--- config.mk ---
export PLATFORM = sky130hd
export DESIGN_NAME = counter_ctrl
export DESIGN_NICKNAME = d
export VERILOG_FILES = /design/src/rtl/counter_ctrl.sv
export SDC_FILE = /design/constraint.sdc
export NUM_CORES = 1
export LEC_CHECK = 0
export CELL_PAD_IN_SITES_DETAIL_PLACEMENT = 0
export CELL_PAD_IN_SITES_GLOBAL_PLACEMENT = 1
export CORE_MARGIN = 2
export CORE_UTILIZATION = 25
export DETAILED_ROUTE_END_ITERATION = 6
export PLACE_DENSITY = 0.46
export REMOVE_ABC_BUFFERS = 1
export SLEW_MARGIN = 5
export SYNTH_ARGS = -nofsm -noshare
export SYNTH_HDL_FRONTEND = slang
export SYNTH_SLANG_ARGS = --single-unit
--- constraint.sdc ---
create_clock -name clk -period 1.65 [get_ports clk]
set_input_delay 0.165 -clock clk [delete_from_list [all_inputs] [get_ports clk]]
set_output_delay 0.165 -clock clk [all_outputs]
set_load 0.03 [all_outputs]
--- src/rtl/counter_ctrl.sv ---
// Sequencing front-end for a 4-bit universal counter: debounced buttons drive
// an IDLE/LOAD/RUN controller that issues load, direction and hold controls.
//
//   state | meaning
//   ------+----------------------------------------------------------
//   IDLE  | counter held, waiting for a load or run press
//   LOAD  | one-cycle load strobe, sw_data captured on entry
//   RUN   | counter enabled once per TICK_DIV clocks, optional limit stop
module counter_ctrl #(
  parameter int DEB_CYCLES = 4,
  parameter int TICK_DIV   = 8
) (
  input  logic       clk,
  input  logic       rst,
  input  logic       btn_load,
  input  logic       btn_run,
  input  logic       btn_dir,
  input  logic [3:0] sw_data,
  input  logic       stop_at_limit,
  input  logic [3:0] count,
  output logic [3:0] data,
  output logic       load,
  output logic       incr,
  output logic       pause,
  output logic [1:0] state,
  output logic       limit_hit
);

  localparam logic [1:0] S_IDLE = 2'b00;
  localparam logic [1:0] S_LOAD = 2'b01;
  localparam logic [1:0] S_RUN  = 2'b10;

  localparam logic [3:0] DEB_LAST  = 4'(DEB_CYCLES - 1);
  localparam logic [7:0] TICK_LAST = 8'(TICK_DIV - 1);

  // Button index: 0 = load, 1 = run, 2 = dir
  logic [2:0] w_btn;
  logic [2:0] r_s1;
  logic [2:0] r_s2;
  logic [2:0] r_deb;
  logic [2:0] r_deb_q;
  logic [2:0] r_arm;
  logic [1:0] r_prime;
  logic [3:0] r_cnt [3];
  logic [2:0] w_press;

  logic [1:0] r_state;
  logic [1:0] w_next;
  logic [3:0] r_data;
  logic       r_incr;
  logic [7:0] r_tick;
  logic       w_at_tick;
  logic       w_limit_stop;

  assign w_btn = {btn_dir, btn_run, btn_load};

  // A button held through reset must be released before it can press again;
  // r_prime waits until the synchronizer reflects post-reset input.
  always_ff @(posedge clk or posedge rst) begin
    if (rst) begin
      r_s1    <= '0;
      r_s2    <= '0;
      r_deb   <= '0;
      r_deb_q <= '0;
      r_arm   <= '0;
      r_prime <= '0;
      for (int i = 0; i < 3; i++) r_cnt[i] <= '0;
    end else begin
      r_s1    <= w_btn;
      r_s2    <= r_s1;
      r_deb_q <= r_deb;
      r_prime <= {r_prime[0], 1'b1};
      for (int i = 0; i < 3; i++) begin
        if (r_prime[1] && !r_s2[i]) r_arm[i] <= 1'b1;
        if (r_s2[i] != r_deb[i]) begin
          if (r_cnt[i] == DEB_LAST) begin
            r_deb[i] <= ~r_deb[i];
            r_cnt[i] <= '0;
          end else begin
            r_cnt[i] <= r_cnt[i] + 4'd1;
          end
        end else begin
          r_cnt[i] <= '0;
        end
      end
    end
  end

  assign w_press = r_deb & ~r_deb_q & r_arm;

  assign w_at_tick    = (r_state == S_RUN) && (r_tick == TICK_LAST);
  assign w_limit_stop = w_at_tick && stop_at_limit &&
                        (count == (r_incr ? 4'hF : 4'h0));

  always_ff @(posedge clk or posedge rst) begin
    if (rst) r_state <= S_IDLE;
    else     r_state <= w_next;
  end

  always_comb begin
    w_next = r_state;
    case (r_state)
      S_IDLE: begin
        if (w_press[0])      w_next = S_LOAD;
        else if (w_press[1]) w_next = S_RUN;
      end
      S_LOAD:  w_next = S_IDLE;
      S_RUN: begin
        if (w_limit_stop || w_press[1]) w_next = S_IDLE;
      end
      default: w_next = S_IDLE;
    endcase
  end

  always_comb begin
    state     = r_state;
    data      = r_data;
    incr      = r_incr;
    load      = (r_state == S_LOAD);
    pause     = ~(w_at_tick && !w_limit_stop);
    limit_hit = w_limit_stop;
  end

  // Tick restarts from zero on every RUN entry.
  always_ff @(posedge clk or posedge rst) begin
    if (rst) begin
      r_data <= 4'h0;
      r_incr <= 1'b1;
      r_tick <= '0;
    end else begin
      if (r_state == S_IDLE && w_press[0]) r_data <= sw_data;
      if (w_press[2]) r_incr <= ~r_incr;
      if (r_state == S_RUN && w_next == S_RUN)
        r_tick <= (r_tick == TICK_LAST) ? 8'd0 : r_tick + 8'd1;
      else
        r_tick <= '0;
    end
  end

endmodule

==> results of run 1 <==
[registers in the layout, summed over array words and instances (netlist names), 3 cells and up]
signal   count
r_deb_q      3
r_s2         3
r_cnt       12
r_arm        3
r_tick       8
r_s1         3
data         4
r_deb        3
[worst max-delay path, stage by stage, from the launching register on]
cell and delay, ns:
dfrtp_1 0.39, or4_4 0.55, nor3_4 0.15, and4bb_1 0.23, buf_6 0.13
[final cells by class]
type,count,share of cell area (%)
well taps,96,5.15
repair buffers,32,13.6
flip-flops and latches,44,47.3
clock inverters,3,1.99
multi-input cells,86,27.9
inverters,7,1.13
clock buffers,5,2.95
[metal layers]
metal	vias to the layer above	track usage (%)	share of wire, %
met5	-	0	0
met4	0	3.36	1.2
met3	5	2.83	3.1
met2	13	15.0	49
met1	540	11.3	46
li1	544	-	-
[synth_stat cells]
library cell and count:
nand3_1 6, a31o_1 1, conb_1 1, ha_1 4, or3_1 1, nand2b_1 2
a21o_1 3, mux2_2 8, or4_1 2, nor2b_1 4, nand2_1 4, nor3b_1 3
and4bb_1 1, clkbuf_1 1, nand3b_1 4, or2_1 1, xnor2_1 8, or3b_4 1
buf_6 1, and3b_1 1, nor3_1 4, a31oi_1 1, a21oi_1 2, nor2_1 15
mux2i_1 1, xor2_1 5, nand4b_1 1, dfstp_2 1, nor3_2 1, nand4_1 1
dfrtp_1 43, inv_1 7
[kinds of logic (layout without fill, tap and decap cells)]
logic type               Yosys count  in the layout  synth area share (%)
AND/OR/NAND/NOR                   52             52                  16.9
adder cells (fa/ha/maj)            4              4                  2.85
AO/OA/AOI/OAI                      7              7                  2.71
flip-flops                        44             44                  62.8
other                              1              1                 0.214
multiplexers                       9              9                  5.70
XOR/XNOR                          13             13                  6.49
buffers and inverters              9             47                  2.35
[where the power goes]
part / internal, W / total [W] / switching (W)
Sequential: 0.00134 / 0.00150 / 0.000165
Combinational: 0.000531 / 0.00105 / 0.000524
Clock: 0.000456 / 0.000840 / 0.000384
Total: 0.00232 / 0.00340 / 0.00107
[stage by stage]
| stage | hold WS, ns | instances | instance area (um2) | power [W] | utilization [%] |
|---|---|---|---|---|---|
| 2_1_floorplan | 0.196 | 137 | 1740 | 0.00216 | - |
| 3_3_place_gp | 0.335 | 264 | 2160 | 0.00254 | 31.8 |
| 3_5_place_dp | 0.337 | 264 | 2160 | 0.00257 | 31.8 |
| 4_1_cts | 0.245 | 274 | 2330 | 0.00344 | 34.3 |
| 5_1_grt | 0.280 | 273 | 2330 | 0.00363 | 34.3 |
| 6_report | 0.243 | 273 | 2330 | 0.00340 | 34.3 |
[worst paths after layout]
check | from | to | slack [ns] | cells after the start
setup / recovery | r_tick[4]$_DFF_PP0_ | limit_hit | -0.26 | 4
hold / removal | rst | r_s1[2]$_DFF_PP0_ | 0.24 | 3
setup reg to reg | r_tick[4]$_DFF_PP0_ | state[1]$_DFF_PP0_ | 0.06 | 5
hold reg to reg | r_s1[0]$_DFF_PP0_ | r_s2[0]$_DFF_PP0_ | 0.35 | 0
max in group asynchronous | rst | incr$_DFFE_PP1P_ | 1.15 | 3
min in group clk | btn_dir | r_s1[2]$_DFF_PP0_ | 0.30 | 1
[what timing repair did]
item	in CTS	in global routing
hold buffers	0	0
setup endpoints to repair	11	11
buffers inserted	8	2
gates resized for setup	16	5
pin swaps	10	4
==> flow_summary.json, run 1 <==
{
  "hold_path.class": "primary input to async pin",
  "initialDrtViolationCount": 21,
  "crit_fanout": 3,
  "core-area_mm2": 0.00679,
  "fmax_ghz": 0.522,
  "wl_per_cell_um": 11.2,
  "run_status": "finished, violations left",
  "cap_violations": 0,
  "drive_above_1_share_pct": 21.5,
  "regArea_mm2": 0.00110,
  "final_cell_mix": "43 x dfrtp_1, 15 x clkdlybuf4s50_1, 13 x nor2_1, 8 x mux2_2, 8 x xnor2_1",
  "setup_tns_ns": -0.508,
  "worstPathArrival_ns": 1.75,
  "finalCritPeriodShare_pct": 116,
  "netlist_area_mm2": 0.00176,
  "ios": 24,
  "slew_violations": 0,
  "p_per_area_mw_per_mm2": 1460,
  "critPathRequiredTime_ns": 1.48,
  "via_count": 1102,
  "mostFrequentLayoutCell": "dfrtp_1",
  "rows": 30,
  "dieArea_mm2": 0.00771,
  "gr-total-overflow": 0,
  "cts_max_level": 2,
  "drc_errors": 0,
  "grt_max_degree": 45,
  "die_w_um": 87.8,
  "place.gp.congestion": 0.669,
  "totalWireLength_um": 3070,
  "synth_area_leaders": "dfrtp_1 61%, mux2_2 5.1%, xnor2_1 4.0%",
  "area_delta_synth_final_pct": 32.8,
  "hpwl_um": 2140,
  "nets": 194,
  "ys_types": 32,
  "ys_seq_elements": 44,
  "ant_nets": 0,
  "clock_skew_ns": 0.00845,
  "dr.pass1.iters": 3,
  "antenna_found_initial": 0,
  "cp-start-kind": "flop",
  "n_antenna_cell": 0,
  "synth_top_area_share_pct": 61.3,
  "crit_type": "flop to primary output",
  "cts_buffers": 5,
  "rsz0062_at_grt": "yes",
  "hold_viol_final": 0,
  "start_util_pct": 25.8,
  "post-synth-top-area-cell": "dfrtp_1",
  "layout_min_cycle_time_ns": 1.91,
  "endpoint_kind": "primary output",
  "fill_cells": 698,
  "cts.clk_slew.worst_paths_ns": 0.09,
  "die_y_um": 87.8,
  "ys_seq_area_share_pct": 62.8,
  "postLayoutSetupSlackWorst_ns": -0.264,
  "synth_area_per_cell_um2": 12.6,
  "multi_input_area_um2": 651,
  "leakage_nw": 1.02,
  "port_buffers": 23,
  "yosys_warnings": 0,
  "via_per_inst": 4.04,
  "clockRootBuffer": "clkbuf_8",
  "cts_tree": "done",
  "clockBufferDepth": 2,
  "violations": "setup timing",
  "dp_slack_ns": -0.355,
  "clk_latency_ns": 0.30,
  "clock_sinks": 44,
  "grt_pass1_wl_um": 5420,
  "synth_cells": 139,
  "grt_pass1_vias": 1214,
  "setup_viol": 2,
  "grt_usage_pct": 9.12,
  "ir_drop_v": 0.000602
}
Note: power is estimated with default switching activity, not from simulation.
==> run 2, diff against run 1 <==
--- a/config.mk
+++ b/config.mk
@@ -10,6 +10,7 @@
 export CORE_MARGIN = 2
 export CORE_UTILIZATION = 25
 export DETAILED_ROUTE_END_ITERATION = 6
+export GPL_TIMING_DRIVEN = 0
 export PLACE_DENSITY = 0.46
 export REMOVE_ABC_BUFFERS = 1
 export SLEW_MARGIN = 5
==> run 2 against run 1 <==
Net effect: the flow still finishes with violations (setup timing); via count is 1.0% higher; clock power fell by 1%; sequential share of layout area rose by 0.18 points; register-to-register slack lost 0.13 ns; sequential cell count unchanged; count of clock-buffer cells in the layout is the same; cell count is the same; design area decreased by 0.27%; total power shrank 1.9%; sequential power barely moved; worst hold slack got worse by 0.10 ns; global-route usage shrank 0.18 points; largest power group unchanged.
==> flow_summary.json, run 2 (synthesized netlist as in run 1, its figures left out) <==
{
  "r2r-end": "state[1]$_DFF_PP0_",
  "rr_startpoint": "r_tick[5]$_DFF_PP0_",
  "clockBufferDepth": 2,
  "finalCritPeriodShare_pct": 118,
  "n_antenna_cell": 0,
  "hpwl_um": 2130,
  "p_clk_share_pct": 24.9,
  "p_int_w": 0.00228,
  "endpoint_kind": "primary output",
  "rsz0062_at_grt": "yes",
  "p_switching_w": 0.00105,
  "holdWs_ns": 0.141,
  "hold_viol_final": 0,
  "p_per_area_mw_per_mm2": 1430,
  "placedCellCount": 257,
  "clock_skew_ns": 0.00737,
  "die_w_um": 87.8,
  "hold_path.class": "primary input to async pin",
  "rr_worst_depth": 6,
  "nets": 194,
  "totalWireLength_um": 3080,
  "clk_latency_ns": 0.29,
  "place.gp.congestion": 0.693,
  "mostFrequentLayoutCell": "dfrtp_1",
  "ir_drop_v": 0.000596,
  "port_buffers": 23,
  "drc_errors": 0,
  "crit_fanout": 4,
  "largest-register": "r_cnt",
  "rows": 30,
  "worstPathArrival_ns": 1.79,
  "violations": "setup timing",
  "gr-total-overflow": 0,
  "cap_violations": 0,
  "via_per_inst": 4.08,
  "area_delta_synth_final_pct": 32.4,
  "initialDrtViolationCount": 27,
  "start_util_pct": 25.8,
  "drive_above_1_share_pct": 20.3,
  "dr.pass1.iters": 4,
  "cts.clk_slew.worst_paths_ns": 0.09,
  "grt_max_degree": 31,
  "wl_per_cell_um": 11.3,
  "cp-start-kind": "flop",
  "via_count": 1113,
  "cts_tree": "done",
  "power_frac_seq_pct": 45.2,
  "ant_nets": 0,
  "critPathRequiredTime_ns": 1.48,
  "ios": 24,
  "combinationalPowerShare_pct": 29.9,
  "cts_max_level": 2,
  "setup_viol": 3,
  "fmax_ghz": 0.512,
  "swShare_pct": 31.4,
  "p_total_w": 0.00333,
  "clock_sinks": 44,
  "grt_pass1_vias": 1176,
  "regToRegSetupSlack_ns": -0.07,
  "finalNonFillerCells": 273,
  "leakage_nw": 1.03,
  "clockRootBuffer": "clkbuf_8",
  "dieArea_mm2": 0.00771,
  "antenna_found_initial": 0,
  "grt_pass1_wl_um": 5270,
  "run_status": "finished, violations left",
  "core-area_mm2": 0.00679,
  "cts_buffers": 5,
  "largest_reg_flops": 12,
  "layout_min_cycle_time_ns": 1.95,
  "crit_type": "flop to primary output",
  "grt_usage_pct": 8.93,
  "die_y_um": 87.8,
  "slew_violations": 0,
  "postLayoutSetupSlackWorst_ns": -0.305,
  "final_cell_mix": "42 x dfrtp_1, 16 x clkdlybuf4s50_1, 15 x nor2_1"
}
-- run 2: cell count changes in the layout (fill, tap and decap cells not counted), moves of 2 or more --
cell / delta
dlygate4sd2_1: -2
clkinv_4: +2
nor2_1: +2
nand2_1: +2
nand2_2: -2
nor2_2: -2
-- run 2: repair_timing --
item,4_1_cts,5_1_grt
resized for setup,21,5
cloned,0,0
endpoints found under the setup margin,10,11
setup buffers,4,4
hold buffers,0,0
pin swaps,6,3
-- run 2: worst max-delay path: stages (launching register included) --
cell	delay, ns
dfrtp_1	0.41
or4_4	0.53
nor3_4	0.19
and4bb_1	0.24
buf_6	0.13
-- run 2: metal layers --
layer	up-vias	share of wire, %	global-route usage [%]
met4	0	0.88	3.78
met5	-	0	0
met1	556	46	11.2
li1	540	-	-
met3	2	3.7	2.54
met2	15	49	14.5
-- run 2: layout make-up --
type                            count  area [um2]
Fill cell                         683        4470
Sequential cell                    44        1100
Multi-Input combinational cell     86         641
Timing Repair Buffer               32         318
Tap cell                           96         120
Clock buffer                        5        68.8
Clock inverter                      3        47.5
Inverter                            7        26.3
-- run 2: power by group through the flow --
| stage | Combinational (W) | Sequential (W) | Clock [W] |
|---|---|---|---|
| after CTS | 0.00100 | 0.00151 | 0.000877 |
| after global routing | 0.00108 | 0.00155 | 0.000924 |
| after floorplan | 0.000488 | 0.00167 | 0 |
| final | 0.000995 | 0.00151 | 0.000830 |
| after detailed placement | 0.000976 | 0.00154 | 0 |
| after global placement | 0.000963 | 0.00153 | 0 |
-- run 2: through the flow --
step	cell area, um2	util (%)	setup WS [ns]	setup TNS, ns
detailed placement	2110	31.1	-0.910	-2.01
floorplan	1740	-	-0.0966	-0.0966
CTS	2280	33.6	-0.367	-0.751
global placement	2090	30.8	-0.884	-22.46
finish	2320	34.2	-0.305	-0.617
global route	2320	34.2	-0.404	-0.878
-- run 2: worst max path at each step --
stage | start | end | slack, ns | cells past startpoint
after floorplan | incr$_DFFE_PP1P_ | limit_hit | -0.1 | 4
after global placement | count[0] | limit_hit | -0.88 | 6
after detailed placement | count[0] | limit_hit | -0.91 | 6
after CTS | r_tick[4]$_DFF_PP0_ | limit_hit | -0.37 | 4
after global routing | r_tick[5]$_DFF_PP0_ | limit_hit | -0.40 | 4
final | r_tick[5]$_DFF_PP0_ | limit_hit | -0.30 | 4
==> run 3, diff against run 2 <==
--- a/config.mk
+++ b/config.mk
@@ -11,7 +11,7 @@
 export CORE_UTILIZATION = 25
 export DETAILED_ROUTE_END_ITERATION = 6
 export GPL_TIMING_DRIVEN = 0
-export PLACE_DENSITY = 0.46
+export PLACE_DENSITY = 0.48
 export REMOVE_ABC_BUFFERS = 1
 export SLEW_MARGIN = 5
 export SYNTH_ARGS = -nofsm -noshare
==> constraint.sdc (replaced) <==
create_clock -name clk -period 1.6 [get_ports clk]
set_input_delay 0.16 -clock clk [delete_from_list [all_inputs] [get_ports clk]]
set_output_delay 0.16 -clock clk [all_outputs]
set_load 0.03 [all_outputs]
==> run 3 against run 2 <==
Net effect: the flow still finishes with violations (setup timing); clock power is 4.0% higher; setup slack worse by 0.027 ns; worst hold slack gained 0.0065 ns; critical endpoint unchanged; total power up 3.2%; critical path depth unchanged; largest cell class unchanged; sequential share of layout area rose by 0.33 points.
==> flow_summary.json, run 3 (synthesized netlist as in run 1, its figures left out) <==
{
  "worstPathArrival_ns": 1.77,
  "totalWireLength_um": 3130,
  "p_clk_share_pct": 25.1,
  "rr_worst_depth": 5,
  "slew_violations": 0,
  "wl_met2_um": 1470,
  "cp_cell_sequence": "or4_4, nor3_4, and4bb_1, buf_6",
  "hpwl_um": 2230,
  "clk_latency_ns": 0.29,
  "regArea_mm2": 0.00110,
  "final_cell_mix": "43 x dfrtp_1, 16 x clkdlybuf4s50_1, 15 x nor2_1, 8 x mux2_2, 8 x xnor2_1",
  "die_y_um": 87.8,
  "clockRootBuffer": "clkbuf_8",
  "antenna_found_initial": 0,
  "fmax_ghz": 0.518,
  "cts_tree": "done",
  "gr-total-overflow": 0,
  "n_antenna_cell": 0,
  "hold_path.class": "primary input to async pin",
  "start_util_pct": 25.8,
  "setup_viol": 2,
  "multi_input_area_um2": 643,
  "postLayoutSetupSlackWorst_ns": -0.331,
  "swShare_pct": 31.7,
  "cap_violations": 0,
  "cts_buffers": 5,
  "wl_met3_um": 157,
  "crit_start": "r_tick[3]$_DFF_PP0_",
  "port_buffers": 23,
  "cp-start-kind": "flop",
  "grt_usage_pct": 9.24,
  "die_w_um": 87.8,
  "combinationalPowerShare_pct": 29.7,
  "placedCellCount": 257,
  "clockBufferDepth": 2,
  "final_util_pct": 33.9,
  "layout_min_cycle_time_ns": 1.93,
  "rsz0062_at_grt": "yes",
  "cts.clk_slew.worst_paths_ns": 0.09,
  "grt_max_degree": 31,
  "max_stage_delay_ns": 0.55,
  "run_status": "finished, violations left",
  "p_per_area_mw_per_mm2": 1490,
  "grt_pass1_vias": 1226,
  "cts_max_level": 2,
  "dr.pass1.iters": 2,
  "finalCritPeriodShare_pct": 121,
  "ant_nets": 0,
  "wl_per_cell_um": 11.6,
  "violations": "setup timing",
  "rr_startpoint": "r_tick[3]$_DFF_PP0_",
  "area_delta_synth_final_pct": 31.4,
  "crit_type": "flop to primary output",
  "finalNonFillerCells": 271,
  "largest-register": "r_cnt",
  "nets": 192,
  "rows": 30,
  "met1Wirelength_um": 1440,
  "p_int_w": 0.00235,
  "r2r-end": "state[1]$_DFF_PP0_",
  "drive_above_1_share_pct": 19.4,
  "initialDrtViolationCount": 17,
  "grt_pass1_wl_um": 5510,
  "hold_viol_final": 0,
  "largest_reg_flops": 12,
  "core-area_mm2": 0.00679,
  "crit_path_end": "limit_hit",
  "top_layer": "met4",
  "p_switching_w": 0.00109,
  "fill_cells": 681,
  "ios": 24,
  "cp_slowest_cell": "or4_4",
  "clock_sinks": 44,
  "place.gp.congestion": 0.727,
  "ir_drop_v": 0.000566,
  "leakage_nw": 0.993,
  "mostFrequentLayoutCell": "dfrtp_1",
  "via_count": 1102,
  "dieArea_mm2": 0.00771,
  "via_per_inst": 4.07,
  "clock_skew_ns": 0.00588,
  "endpoint_kind": "primary output",
  "critPathRequiredTime_ns": 1.44,
  "power_frac_seq_pct": 45.2,
  "crit_fanout": 3,
  "drc_errors": 0,
  "regToRegSetupSlack_ns": 0
}
## run 3: changes by cell type in the layout (fill, tap and decap cells not counted), sizes merged
| cell | change |
|---|---|
| inv | +1 |
| dlygate4sd2 | +2 |
| dlymetal6s2s | -2 |
| clkinvlp | +1 |
| buf | -2 |
| clkinv | -2 |
## run 3: power by group through the flow
stage | sequential (W) | combinational, W | clock, W
detailed placement | 0.00159 | 0.00103 | 0
global route | 0.00160 | 0.00112 | 0.000956
global placement | 0.00158 | 0.000993 | 0
finish | 0.00155 | 0.00102 | 0.000863
floorplan | 0.00172 | 0.000503 | 0
CTS | 0.00156 | 0.00104 | 0.000921
## run 3: what timing repair did
action,CTS,global route
gates resized for setup,24,3
pin swaps,9,3
hold buffers,0,0
setup buffers,5,1
setup endpoints to repair,13,9
## run 3: worst min path at each step
| stage | from | to | slack (ns) | depth (start not counted) |
|---|---|---|---|---|
| 5_1_grt | rst | r_tick[1]$_DFF_PP0_ | 0.16 | 2 |
| 3_3_place_gp | r_prime[0]$_DFF_PP0_ | r_prime[1]$_DFF_PP0_ | 0.33 | 0 |
| 3_5_place_dp | r_s1[2]$_DFF_PP0_ | r_s2[2]$_DFF_PP0_ | 0.34 | 0 |
| 2_1_floorplan | btn_load | r_s1[0]$_DFF_PP0_ | 0.19 | 0 |
| 4_1_cts | rst | r_tick[2]$_DFF_PP0_ | 0.14 | 2 |
| 6_report | rst | r_tick[3]$_DFF_PP0_ | 0.15 | 2 |
## run 3: area by class of cell
type	instances	share of cell area, %
clock inverters	3	2.01
multi-input cells	86	27.9
flip-flops and latches	44	47.8
well taps	96	5.21
clock buffers	5	2.98
repair buffers	30	13.0
inverters	7	1.14
## run 3: worst max-delay path, delay by kind of cell (launching register included)
family / cells / cell delay, ns
flops: 1 / 0.38
buf+inv: 1 / 0.13
simple gates: 3 / 0.96
## run 3: metrics by stage
step	TNS (ns)	area [um2]	power, W	setup WS, ns	hold WS, ns
after detailed placement	-2.59	2110	0.00262	-0.937	0.337
after CTS	-0.784	2290	0.00352	-0.390	0.144
final	-0.607	2310	0.00344	-0.331	0.147
after global routing	-0.807	2310	0.00368	-0.405	0.164
after floorplan	-0.142	1740	0.00223	-0.142	0.191
after global placement	-23.88	2090	0.00257	-0.920	0.335
## run 3: layer usage
metal | vias to the layer above | global-route usage (%)
met3 | 7 | 2.83
met2 | 24 | 15.6
met1 | 535 | 10.9
met5 | - | 0
li1 | 536 | -
met4 | 0 | 4.06
